===== src/rtl/tape_transport.sv =====
// Cassette transport position engine: prescaled position ticks driven by
// STOP/PLAY/FFWD/REW modes, SEEK, a one-cycle-busy command handshake and end-of-tape rules.
module tape_transport #(
  parameter int POS_W    = 24,
  parameter int DIV_W    = 13,
  parameter int PRESCALE = 6667,
  parameter int FF_STEP  = 8,
  parameter int REW_STEP = 8
) (
  input  logic             clk_sys,
  input  logic             reset_n,
  input  logic             cmd_valid,
  output logic             cmd_ready,
  input  logic [2:0]       cmd_op,
  input  logic [POS_W-1:0] cmd_arg,
  input  logic [POS_W-1:0] tape_end,
  input  logic             loop_en,
  output logic [POS_W-1:0] pos,
  output logic [1:0]       state,
  output logic             step_tick,
  output logic             at_start,
  output logic             at_end,
  output logic             motor_on
);

  typedef enum logic [1:0] {ST_STOP, ST_PLAY, ST_FFWD, ST_REW} state_e;

  localparam logic [DIV_W-1:0] DIV_LAST = DIV_W'(PRESCALE - 1);
  localparam logic [POS_W:0]   ONE_X    = (POS_W + 1)'(1);
  localparam logic [POS_W:0]   FF_X     = (POS_W + 1)'(FF_STEP);
  localparam logic [POS_W:0]   REW_X    = (POS_W + 1)'(REW_STEP);

  state_e           state_q, state_d;
  logic [POS_W-1:0] pos_q, pos_d;
  logic [DIV_W-1:0] div_q, div_d;
  logic             ready_q, ready_d;
  logic             step_q, step_d;

  logic             accept;
  logic             tick;
  logic [POS_W:0]   pos_x, end_x, play_n, ffwd_n, rew_n;

  always_ff @(posedge clk_sys or negedge reset_n) begin
    if (!reset_n) begin
      state_q <= ST_STOP;
      pos_q   <= '0;
      div_q   <= '0;
      ready_q <= 1'b1;
      step_q  <= 1'b0;
    end else begin
      state_q <= state_d;
      pos_q   <= pos_d;
      div_q   <= div_d;
      ready_q <= ready_d;
      step_q  <= step_d;
    end
  end

  // Arithmetic is one bit wider so that pos+step cannot wrap before the end compare.
  always_comb begin
    accept  = cmd_valid & ready_q;
    tick    = (state_q != ST_STOP) && (div_q == DIV_LAST);
    pos_x   = {1'b0, pos_q};
    end_x   = {1'b0, tape_end};
    play_n  = pos_x + ONE_X;
    ffwd_n  = pos_x + FF_X;
    rew_n   = pos_x - REW_X;

    state_d = state_q;
    pos_d   = pos_q;
    div_d   = '0;
    ready_d = ~accept;
    step_d  = tick & ~accept;

    if (accept) begin
      case (cmd_op)
        3'd0, 3'd1, 3'd2, 3'd3: state_d = state_e'(cmd_op[1:0]);
        3'd4:    pos_d = (cmd_arg < tape_end) ? cmd_arg : tape_end;
        default: ;
      endcase
    end else if (tick) begin
      case (state_q)
        ST_PLAY: begin
          if (play_n > end_x) begin
            if (loop_en) begin
              pos_d = '0;
            end else begin
              pos_d   = tape_end;
              state_d = ST_STOP;
            end
          end else begin
            pos_d = play_n[POS_W-1:0];
          end
        end
        ST_FFWD: begin
          if (ffwd_n >= end_x) begin
            pos_d   = tape_end;
            state_d = ST_STOP;
          end else begin
            pos_d = ffwd_n[POS_W-1:0];
          end
        end
        ST_REW: begin
          if (pos_x <= REW_X) begin
            pos_d   = '0;
            state_d = ST_STOP;
          end else begin
            pos_d = rew_n[POS_W-1:0];
          end
        end
        default: ;
      endcase
    end else if (state_q != ST_STOP) begin
      div_d = div_q + DIV_W'(1);
    end
  end

  assign cmd_ready = ready_q;
  assign pos       = pos_q;
  assign state     = state_q;
  assign step_tick = step_q;
  assign at_start  = (pos_q == '0);
  assign at_end    = (pos_q >= tape_end);
  assign motor_on  = (state_q != ST_STOP);

endmodule


===== config.mk =====
export PLATFORM = sky130hd
export DESIGN_NAME = tape_transport
export DESIGN_NICKNAME = d
export VERILOG_FILES = /design/src/rtl/tape_transport.sv
export SDC_FILE = /design/constraint.sdc
export NUM_CORES = 1
export LEC_CHECK = 0
export CORE_MARGIN = 8
export CORE_UTILIZATION = 45
export CTS_CLUSTER_SIZE = 25
export DETAILED_ROUTE_END_ITERATION = 10
export PLACE_DENSITY = 0.71
export SYNTH_ARGS = -nofsm -noshare
export SYNTH_HDL_FRONTEND = slang
export SYNTH_SLANG_ARGS = --single-unit

===== constraint.sdc =====
create_clock -name clk_sys -period 5.3 [get_ports clk_sys]
set_clock_uncertainty 0.15 [all_clocks]
set_input_delay 0.795 -clock clk_sys [delete_from_list [all_inputs] [get_ports clk_sys]]
set_output_delay 0.795 -clock clk_sys [all_outputs]
set_load 0.1 [all_outputs]

==> results.py, run 1 <==
metrics = {
    "sta": {
        "hold_viol_final": 0,
        "fin_crit_ns": 4.94,
        "fmax_ghz": 0.203,
        "relSlewSlack_pct": 32.2,
        "tightest_slew_ns": 1.02,
        "slew_violations": 0,
        "setup_viol": 0,
        "fin_crit_sh_pct": 93.1,
        "rsz0062_at_grt": "false",
        "whs_ns": 0.360,
        "tns_ns": 0,
    },
    "final_layout": {
        "layout_common_cells": "98 x ha_1, 82 x clkdlybuf4s50_1, 53 x nand2_1",
        "final_common_cell": "ha_1",
        "multi_input_area_um2": 4810,
        "area_delta_synth_final_pct": 19.3,
        "utilization_pct": 53.9,
        "layout.nets": 987,
        "diodes": 0,
        "drive_gt1_share_pct": 8.02,
        "seqCellArea_um2": 1030,
        "fin_cells": 1015,
        "fillers": 1314,
    },
    "worst_setup_path": {
        "path_delay_family": "simple AND/OR/NAND/NOR gates",
        "path_cells": "and3_1 -> nand3_1 -> nor3_2 -> nand3_1 -> nor2_1 -> xor2_1 -> ha_1 -> nand3_1 -> nor4_2 -> o21ai_0 -> a21oi_1 -> o21a_1 -> nor3_2 -> buf_4 -> a221o_1 -> o21a_1",
        "crit_type": "reg -> reg",
        "cpPeakStageDelay_ns": 0.61,
        "crit_buf_inv": 1,
        "r2r_slack_ns": 0.36,
        "cp_slowest_cell": "dfrtp_1",
        "path_max_fanout": 14,
        "cpMostUsedCell": "nand3_1",
        "arrival_ns": 4.97,
        "end_kind": "register",
        "cp-start-kind": "register",
        "cp.required_ns": 5.34,
    },
    "run_status": {
        "status": "finished clean",
    },
    "clock_tree": {
        "path_clk_slew_ns": 0.07,
        "cts_made_buffers": 5,
        "clkSinkCount": 41,
        "clk_path_buf_depth": 2,
        "cts_hold_buf": 0,
        "cts_tree": "done",
        "clk-insertion-delay-late_ns": 0.30,
        "cts.htree.levels": 2,
        "clockRootBuffer": "clkbuf_16",
    },
    "detailed_routing": {
        "met1Wirelength_um": 9330,
        "antenna_left": 0,
        "avgViaCountPerCell": 6.17,
        "vias": 6266,
        "drcViolationCount": 0,
        "wirelength_um": 20800,
        "routed.top_layer": "met4",
        "wl_per_cell_um": 20.5,
        "wl_met2_um": 9330,
        "drt_iter0_markers": 570,
        "dr_wl_met3_um": 1350,
        "drt-pass1-iter-count": 5,
    },
    "die": {
        "io_pins": 86,
        "start_util_pct": 45.2,
        "dieArea_um2": 17700,
        "coreArea_um2": 13700,
        "die_w_um": 133,
        "die_y_um": 133,
        "fp-row-count": 43,
    },
    "grt": {
        "antenna_found_initial": 0,
        "track_usage_pct": 23.2,
        "grt_pass1_vias": 6119,
        "grt-ovfl-total": 0,
        "grt_pass1_wl_um": 33300,
        "grt_start_max_net_pins": 42,
    },
    "synth": {
        "synth_fp_nets": 919,
        "ys_warn_count": 0,
        "ys_async_sr_fraction_pct": 100,
        "netlist_area_um2": 6180,
        "synth_area_leaders": "ha_1 20%, dfrtp_1 16%, xnor2_1 5.2%",
        "synth_top_area_share_pct": 19.9,
        "syn_inst": 766,
        "synth-edff-count": 0,
        "synth_top_area_cell": "ha_1",
        "ys_ff_latch": 41,
        "netlist-cell-type-count": 79,
        "synth_seq_area_share_pct": 16.6,
        "syn_area_per_cell_um2": 8.06,
        "synth-main-ff-cell": "dfrtp_1",
    },
    "pwr": {
        "p_per_area_nw_per_um2": 352,
        "peakVddDrop_mv": 0.221,
        "p_leak_uw": 0.00311,
    },
    "placed_design": {
        "placed_cells": 1007,
        "port_buffers": 85,
        "dp_hpwl_um": 16300,
        "gp_congestion": 0.940,
    },
    "worst_hold_path": {
        "min_path_type": "reg -> reg",
    },
    "flow_run": {
        "drv_cap": 0,
    },
}
## logic make-up after synthesis
group	share of synthesized area [%]
adder cells (fa/ha/maj)	19.9
buffers and inverters	5.88
multiplexers	4.05
AO/OA/AOI/OAI	21.9
flip-flops	16.6
XOR/XNOR	8.65
AND/OR/NAND/NOR	23.0
## per-layer routing
| layer | GRT usage, % | vias to the layer above |
|---|---|---|
| li1 | - | 3012 |
| met2 | 36.6 | 252 |
| met5 | 0 | - |
| met3 | 3.61 | 48 |
| met1 | 30.8 | 2954 |
| met4 | 10.1 | 0 |
## stage by stage
stage               setup WS (ns)  power [µW]  area (µm²)
finish                      0.364        2600        7370
global route                0.101        2760        7370
CTS                         0.282        2580        7360
detailed placement          0.308        2240        7210
global placement            0.424        2230        7210
floorplan                   0.444        1770        6180
## Yosys cell counts, types with 3 or more instances
cell / number
ha_1: 98
nand2_1: 53
nor2_1: 53
a21oi_1: 47
dfrtp_1: 40
nor3_1: 39
xnor2_1: 37
inv_1: 34
nand3_1: 34
o21ai_0: 28
clkbuf_1: 25
nand4_1: 25
xor2_1: 24
a221oi_1: 22
mux2i_1: 16
a21o_1: 15
buf_2: 14
and3_1: 12
mux2_2: 8
o21ai_1: 8
or3_1: 8
a31oi_1: 7
o21a_1: 7
nor4_1: 6
o211ai_1: 6
a22oi_1: 5
and2_1: 5
o22ai_1: 5
o31ai_1: 5
a211oi_1: 4
buf_4: 4
nand2b_1: 4
and4_1: 3
buf_6: 3
nand3_2: 3
o221ai_1: 3
o2bb2ai_1: 3
## repair_timing
| action | 4_1_cts | 5_1_grt |
|---|---|---|
| gates resized for setup | 0 | 1 |
| endpoints found under the setup margin | 0 | 8 |
| buffers inserted | 0 | 0 |
## state kept, by name, summed over array words and instances (netlist names)
signal / cells
step_tick: 1
pos: 24
div_q: 13
state: 2
cmd_ready: 1
## final cells by class
type | instances | share of cell area [%]
Sequential cell | 41 | 13.9
Inverter | 35 | 1.78
Clock buffer | 5 | 1.70
Timing Repair Buffer | 108 | 13.9
Multi-Input combinational cell | 643 | 65.2
Tap cell | 180 | 3.06
Clock inverter | 3 | 0.340
## worst paths after layout
check                         start  endpoint  cells past startpoint
max                          pos[6]   pos[14]                     16
min                        div_q[0]  div_q[0]                      1
max reg2reg                  pos[6]   pos[14]                     16
max in group asynchronous   reset_n   pos[15]                      1
min in group asynchronous   reset_n  div_q[6]                      1
min reg2reg                div_q[0]  div_q[0]                      1
## where the power goes
group          internal [µW]  switching, µW  total (µW)
sequential               371            170         541
combinational            591           1140        1730
clock                    178            150         328
Note: power is estimated with default switching activity, not from simulation.
==> run 2: changes to the inputs <==
- GPL_ROUTABILITY_DRIVEN: default -> 0
==> run 2 against run 1 <==
Against the previous run: flip-flop and latch count stayed put; via count up 1.6%; combinational power increased by 3%; sequential power is 4.6% lower; core utilization increased by 0.43 points; largest cell class unchanged; highest routed layer unchanged.
==> results.py, run 2 (same netlist as run 1, synthesis figures left out) <==
metrics = {
    "sta": {
        "fmax_ghz": 0.205,
        "fin_crit_ns": 4.88,
        "fin_crit_sh_pct": 92.0,
        "hold_viol_final": 0,
        "tightest_slew_ns": 1.02,
        "slew_violations": 0,
        "setup_viol": 0,
        "relSlewSlack_pct": 31.8,
        "rsz0062_at_grt": "false",
        "tns_ns": 0,
    },
    "detailed_routing": {
        "wirelength_um": 21300,
        "routed.top_layer": "met4",
        "antenna_left": 0,
        "drt-pass1-iter-count": 6,
        "drt_iter0_markers": 702,
        "wl_met2_um": 9490,
        "avgViaCountPerCell": 6.24,
        "vias": 6367,
        "dr_wl_met3_um": 1790,
        "drcViolationCount": 0,
        "wl_per_cell_um": 20.9,
        "met1Wirelength_um": 9130,
    },
    "final_layout": {
        "seqCellArea_um2": 1030,
        "diodes": 0,
        "fillers": 1354,
        "multi_input_area_um2": 4830,
        "drive_gt1_share_pct": 8.45,
        "largest_register_ffs": 24,
        "fin_cells": 1020,
        "layout.nets": 992,
        "area_delta_synth_final_pct": 20.2,
        "final_common_cell": "ha_1",
        "layout_common_cells": "98 x ha_1, 82 x clkdlybuf4s50_1, 53 x nand2_1",
    },
    "clock_tree": {
        "cts.htree.levels": 2,
        "cts_tree": "done",
        "clkSinkCount": 41,
        "clk_path_buf_depth": 2,
        "path_clk_slew_ns": 0.07,
        "cts_hold_buf": 0,
        "cts_setup_buffers": 0,
        "cts_made_buffers": 5,
        "clockRootBuffer": "clkbuf_16",
        "cts_resized": 0,
        "clk-insertion-delay-late_ns": 0.31,
    },
    "die": {
        "die_y_um": 133,
        "fp-row-count": 43,
        "dieArea_um2": 17700,
        "coreArea_um2": 13700,
        "start_util_pct": 45.2,
        "io_pins": 86,
        "die_w_um": 133,
    },
    "worst_hold_path": {
        "hold-path-cell-count": 1,
        "min_path_type": "reg -> reg",
    },
    "placed_design": {
        "port_buffers": 85,
        "dp_hpwl_um": 16400,
        "placed_cells": 1011,
    },
    "grt": {
        "grt_pass1_vias": 6008,
        "grt_pass1_wl_um": 32900,
        "track_usage_pct": 22.9,
        "grt_start_max_net_pins": 42,
        "grt-ovfl-total": 0,
        "antenna_found_initial": 0,
    },
    "flow_run": {
        "drv_cap": 0,
    },
    "run_status": {
        "status": "finished clean",
    },
    "pwr": {
        "p_per_area_nw_per_um2": 362,
        "peakVddDrop_mv": 0.253,
        "p_leak_uw": 0.00313,
    },
    "worst_setup_path": {
        "path_max_fanout": 10,
        "r2r_slack_ns": 0.42,
        "cp-start-kind": "register",
        "cp.required_ns": 5.34,
        "reg2reg_depth": 14,
        "arrival_ns": 4.91,
        "crit_type": "reg -> reg",
        "end_kind": "register",
    },
}
==> run 2: cell types whose count changed in the layout (fill, tap and decap cells not counted) <==
cell,delta
buf_4,+5
inv_6,-2
buf_12,-1
bufinv_16,+1
clkinv_4,+1
nor3_2,-1
nor3_4,+1
nor4_1,+1
nor4_2,-1
o22ai_4,+1
==> run 2: metrics by stage <==
stage / setup WS (ns) / hold slack (ns) / area (µm²) / total power, µW / utilization (%)
final: 0.425 / 0.360 / 7420 / 2690 / 54.3
after global routing: 0.161 / 0.415 / 7420 / 2830 / 54.3
after CTS: 0.189 / 0.363 / 7400 / 2650 / 54.1
after detailed placement: 0.192 / 0.354 / 7230 / 2260 / 52.9
after global placement: 0.516 / 0.353 / 7230 / 2250 / 52.9
after floorplan: 0.444 / 0.324 / 6180 / 1770 / -
==> run 2: worst paths after layout <==
kind                            startpoint  endpoint
worst max-delay path                pos[4]    pos[9]
worst min-delay path              div_q[0]  div_q[0]
worst max register to register      pos[4]    pos[9]
worst min register to register    div_q[0]  div_q[0]
max in group asynchronous          reset_n    pos[6]
min in group asynchronous          reset_n  div_q[7]
==> run 2: metal layers <==
| layer | vias up | global-route usage [%] |
|---|---|---|
| met4 | 0 | 9.92 |
| met2 | 332 | 36.3 |
| met5 | - | 0 |
| li1 | 3029 | - |
| met1 | 2940 | 30.5 |
| met3 | 66 | 3.24 |
==> run 2: cell type report <==
class,instances,area share [%]
Inverter,35,1.77
Timing Repair Buffer,112,14.1
Multi-Input combinational cell,644,65.0
Tap cell,180,3.03
Clock inverter,3,0.624
Sequential cell,41,13.8
Clock buffer,5,1.69
==> run 2: power breakdown <==
part	total (µW)	switching (µW)	internal, µW
registers	516	144	371
clock network	379	155	224
logic	1790	1190	606
==> run 2: critical path, stage by stage (launching register included) <==
cell	delay (ns)
dfrtp_1	0.54
ha_1	0.25
nand3_1	0.19
nor3_2	0.38
nand3_1	0.25
nor2_1	0.19
xor2_1	0.11
ha_1	0.32
nand3_1	0.14
nor4_1	0.55
nand3_1	0.23
o21ai_1	0.44
o22ai_2	0.42
and2_1	0.31
o31a_1	0.29
